### src/rtl/vga_sync_gen.sv
// VGA timing generator: divides clk to a pixel strobe, runs the h/v pixel counters and
// drives registered active-low syncs, the visible-area flag and line/frame start pulses.
module vga_sync_gen #(
    parameter int H_VISIBLE = 640,
    parameter int H_FRONT   = 16,
    parameter int H_SYNC    = 96,
    parameter int H_BACK    = 48,
    parameter int V_VISIBLE = 480,
    parameter int V_FRONT   = 10,
    parameter int V_SYNC    = 2,
    parameter int V_BACK    = 33,
    parameter int CLK_DIV   = 2
) (
    input  logic       clk,
    input  logic       sclr,
    output logic       pix_en,
    output logic [9:0] hcount,
    output logic [9:0] vcount,
    output logic       hsync,
    output logic       vsync,
    output logic       video_on,
    output logic       line_start,
    output logic       frame_start
);

    localparam int H_TOTAL = H_VISIBLE + H_FRONT + H_SYNC + H_BACK;
    localparam int V_TOTAL = V_VISIBLE + V_FRONT + V_SYNC + V_BACK;
    localparam int DIV_W   = (CLK_DIV > 1) ? $clog2(CLK_DIV) : 1;

    localparam logic [DIV_W-1:0] DIV_LAST = DIV_W'(CLK_DIV - 1);
    localparam logic [9:0]       H_LAST   = 10'(H_TOTAL - 1);
    localparam logic [9:0]       V_LAST   = 10'(V_TOTAL - 1);

    // 11-bit bounds so a window ending exactly at 1024 still compares correctly
    localparam logic [10:0] H_VIS_END = 11'(H_VISIBLE);
    localparam logic [10:0] HS_BEG    = 11'(H_VISIBLE + H_FRONT);
    localparam logic [10:0] HS_END    = 11'(H_VISIBLE + H_FRONT + H_SYNC);
    localparam logic [10:0] V_VIS_END = 11'(V_VISIBLE);
    localparam logic [10:0] VS_BEG    = 11'(V_VISIBLE + V_FRONT);
    localparam logic [10:0] VS_END    = 11'(V_VISIBLE + V_FRONT + V_SYNC);

    logic [DIV_W-1:0] div;
    logic             tick;
    logic [9:0]       h_next;
    logic [9:0]       v_next;
    logic [10:0]      h_ext;
    logic [10:0]      v_ext;

    assign tick  = (div == DIV_LAST);
    assign h_ext = {1'b0, h_next};
    assign v_ext = {1'b0, v_next};

    always_comb begin
        h_next = hcount;
        v_next = vcount;
        if (tick) begin
            if (hcount == H_LAST) begin
                h_next = 10'd0;
                v_next = (vcount == V_LAST) ? 10'd0 : vcount + 10'd1;
            end else begin
                h_next = hcount + 10'd1;
            end
        end
    end

    // Decodes come from the next-state counts so they line up with hcount/vcount in the same clock.
    always_ff @(posedge clk) begin
        if (sclr) begin
            div         <= '0;
            pix_en      <= 1'b0;
            hcount      <= H_LAST;
            vcount      <= V_LAST;
            hsync       <= 1'b1;
            vsync       <= 1'b1;
            video_on    <= 1'b0;
            line_start  <= 1'b0;
            frame_start <= 1'b0;
        end else begin
            div         <= tick ? '0 : div + 1'b1;
            pix_en      <= tick;
            hcount      <= h_next;
            vcount      <= v_next;
            hsync       <= !((h_ext >= HS_BEG) && (h_ext < HS_END));
            vsync       <= !((v_ext >= VS_BEG) && (v_ext < VS_END));
            video_on    <= (h_ext < H_VIS_END) && (v_ext < V_VIS_END);
            line_start  <= tick && (h_next == 10'd0);
            frame_start <= tick && (h_next == 10'd0) && (v_next == 10'd0);
        end
    end

endmodule
### config.mk
export PLATFORM = sky130hd
export DESIGN_NAME = vga_sync_gen
export DESIGN_NICKNAME = d
export VERILOG_FILES = /design/src/rtl/vga_sync_gen.sv
export SDC_FILE = /design/constraint.sdc
export NUM_CORES = 1
export LEC_CHECK = 0
export ABC_CLOCK_PERIOD_IN_PS = 3200
export BUFFER_PORTS_ARGS = -buffer_cell sky130_fd_sc_hd__buf_4
export CAP_MARGIN = 20
export CORE_MARGIN = 2
export CORE_UTILIZATION = 47
export DETAILED_ROUTE_END_ITERATION = 10
export PLACE_DENSITY_LB_ADDON = 0.1
export SLEW_MARGIN = 5
export SYNTH_ARGS = -nofsm -noshare
export SYNTH_HDL_FRONTEND = slang
export SYNTH_SLANG_ARGS = --single-unit
### constraint.sdc
create_clock -name clk -period 3.2 [get_ports clk]
set_input_delay 0.64 -clock clk [delete_from_list [all_inputs] [get_ports clk]]
set_output_delay 0.64 -clock clk [all_outputs]
set_load 0.02 [all_outputs]
==> metrics <==
number of port buffers 27; deepest level of the CTS H-tree 1; simple logic cell fraction of the synthesized area 32.8%; Worst Clk Skew 0.00714 ns; DR vias/cell 5.60; cell depth of the worst hold path 1; effective utilization at floorplan 50.4%; Pwr per Cell Area 537 mW/mm²; clock latency of the later-clocked register in the worst-skew pair 0.32 ns; First DRT Iteration DRCs 49; average wire per cell in the routed design 14.3 µm; most frequent cells in the layout sky130_fd_sc_hd__buf_4, sky130_fd_sc_hd__dfxtp_1, sky130_fd_sc_hd__nor2_1; global router's overall resource usage 20.9%; number of enable flip-flop cells after synthesis 0; CTS tree built; reg2reg path depth 7; unrepaired setup endpoints after global routing no; most common cell after layout, fill and taps aside sky130_fd_sc_hd__buf_4; hold_sp div; outcome completed; Antenna diodes 0; Post-Route Hold Slack 0.594 ns; Die Ht 61.7 µm; ratio of final minimum period to clock period 81.2%; via count 1410; Max Fclk 385 MHz; clock slew at reported path FFs 0.14 ns; Min Clock Period, post-route 2.60 ns; number of max-slew violations in the final report 0; TritonCTS sink count 27; Hold Fails Final Rpt 0; CTS Root Buffer Type sky130_fd_sc_hd__clkbuf_4; GRT overflow 0; commonest register cell after synthesis sky130_fd_sc_hd__dfxtp_1; fraction of registers with async set/reset 0%; post-DP HPWL 2620 µm; complex-gate fraction of the synthesized area 14.3%; post-placement cell count 248; setup violation total in the final timing report 0; critical register-to-register path startpoint hcount[0]; combinational family with the most area after synthesis simple AND/OR/NAND/NOR gates; Hold Buf Count CTS 0; number of placed I/O pins 28; max-cap violation count 0; via count of the first global-routing pass 1255; remaining antenna violation count after routing 0; post-synthesis adder-cell area fraction 2.40%; worst-case clock buffer depth 2; DRT Wirelength 3610 µm; number of rows in the core area 20; endpoint required time on the critical path 3.40 ns; Yosys top cell area share 34.5%; terminus of the critical flop-to-flop path vsync; kind of launch point of the worst setup path flop; slack of the worst reg-to-reg path 0.60 ns; Worst Path Class, Setup reg -> reg; VDD IR-drop max 0.000356 V; Yosys warning total 0; number of antenna violations at the first check in global routing 0; flip-flop and latch area 541 µm²; post-synthesis instance area 0.00157 mm²; CTS resizes 0; overall die area 0.00381 mm²; data arrival at the endpoint of the critical path 2.80 ns; largest area contributor in the netlist sky130_fd_sc_hd__dfxtp_1; transition time at the pin with the least slew margin 0.412 ns; multi-input gate area in the final layout 898 µm²; final weighted congestion in routability-driven placement 0.903; setup total negative slack 0 ns; area growth from synthesis to layout 12.3%; count of different cell masters after synthesis 47; type of the most critical hold path reg -> reg; Post-route DRC 0; cell count after synthesis 189; Finished Layout Cells 252; CORE AREA 0.00310 mm²; remaining max-slew budget at the tightest pin 72.4%; Worst Setup End Kind flop; top area cells in the synthesized netlist sky130_fd_sc_hd__dfxtp_1, sky130_fd_sc_hd__nor2_1, sky130_fd_sc_hd__buf_6; share of layout cells above drive strength 1 21.2%; sequential cell area fraction in the yosys report 34.5%; post-synthesis share of cell area spent on xor and xnor gates 6.16%; number of nets in the synthesized netlist 194; cell leakage power 0.690 nW; number of iterations in the first detailed-routing pass 4; crit-path max FO 8; fraction of synthesized area in multiplexers 1.36%; pin count of the biggest net entering global routing 24; cts bufs inserted 3; capture endpoint of the worst hold path div; global-route wire length before repair 5990 µm; mean instance size in the synthesized netlist 8.28 µm²; buffers inserted by post-CTS timing repair 0; Core Util, Final 56.7%; Filler Cells Inserted 321; total of flip-flops plus latches after synthesis 27; Die Span X 61.7 µm; NumNets Final 214
-- worst max path at each step --
stage | slack (ns) | cells past startpoint | endpoint | start
floorplan | 0.74 | 8 | frame_start | hcount[0]
global placement | 0.79 | 7 | vsync | hcount[0]
detailed placement | 0.63 | 7 | vsync | hcount[0]
CTS | 0.61 | 7 | vsync | hcount[0]
global route | 0.42 | 7 | vsync | hcount[0]
finish | 0.60 | 7 | vsync | hcount[0]
-- stage by stage --
step                      instance area, µm²  setup slack [ns]  total power, W
after detailed placement                1730             0.630        0.000805
after CTS                               1760             0.614        0.000947
after floorplan                         1570             0.739        0.000718
after global placement                  1730             0.786        0.000796
after global routing                    1760             0.417         0.00101
final                                   1760             0.603        0.000944
-- routing by layer --
metal  track usage, %  routed length (µm)
met1             31.5                1820
met2             30.5                1530
met3             4.76                 206
met4             4.26                  47
met5                0                   0
-- area by class of cell --
class	instances	area share (%)
flip-flops and latches	27	30.7
well taps	44	3.13
clock buffers	3	1.28
multi-input cells	143	51.1
repair buffers	29	12.4
inverters	5	1.07
clock inverters	1	0.285
-- cells by family after synthesis --
| group | after synthesis |
|---|---|
| flops | 27 |
| compound gates | 34 |
| mux | 2 |
| buf+inv | 19 |
| fa+ha+maj | 3 |
| xor+xnor | 11 |
| simple gates | 93 |
-- synth_stat cells, types with 2 or more instances --
master                     number
sky130_fd_sc_hd__dfxtp_1       27
sky130_fd_sc_hd__a41oi_1        2
sky130_fd_sc_hd__buf_6          6
sky130_fd_sc_hd__a21oi_1        9
sky130_fd_sc_hd__nor3_1         8
sky130_fd_sc_hd__o21ai_0        7
sky130_fd_sc_hd__nand3_1       13
sky130_fd_sc_hd__nor2_1        20
sky130_fd_sc_hd__and2_1         2
sky130_fd_sc_hd__a21o_2         2
sky130_fd_sc_hd__nand2_1       16
sky130_fd_sc_hd__ha_1           3
sky130_fd_sc_hd__nor2b_1        5
sky130_fd_sc_hd__xnor2_1        7
sky130_fd_sc_hd__xor2_1         4
sky130_fd_sc_hd__and3_1         3
sky130_fd_sc_hd__clkbuf_1       4
sky130_fd_sc_hd__and4_1         3
sky130_fd_sc_hd__nor4b_1        3
sky130_fd_sc_hd__nand4_1        6
sky130_fd_sc_hd__inv_1          5
sky130_fd_sc_hd__o21bai_1       6
sky130_fd_sc_hd__nor4_1         4
-- worst max-delay path, stage by stage, from the launching register on --
cell	delay [ns]
sky130_fd_sc_hd__dfxtp_1	0.45
sky130_fd_sc_hd__ha_1	0.29
sky130_fd_sc_hd__nand3_1	0.24
sky130_fd_sc_hd__or4_4	0.61
sky130_fd_sc_hd__nor4_1	0.37
sky130_fd_sc_hd__o21bai_1	0.12
sky130_fd_sc_hd__nor4_2	0.23
sky130_fd_sc_hd__o2111ai_1	0.16
-- state kept, by name (all words and copies together) (netlist names) --
name,flops
vsync,1
frame_start,1
hsync,1
div,1
vcount,10
video_on,1
hcount,10
line_start,1
pix_en,1
-- where the power goes --
part           switching, W  internal [W]  total (W)
Sequential        0.0000649      0.000370   0.000435
Combinational      0.000209      0.000157   0.000365
Clock             0.0000969     0.0000468   0.000144
Note: power is estimated with default switching activity, not from simulation.
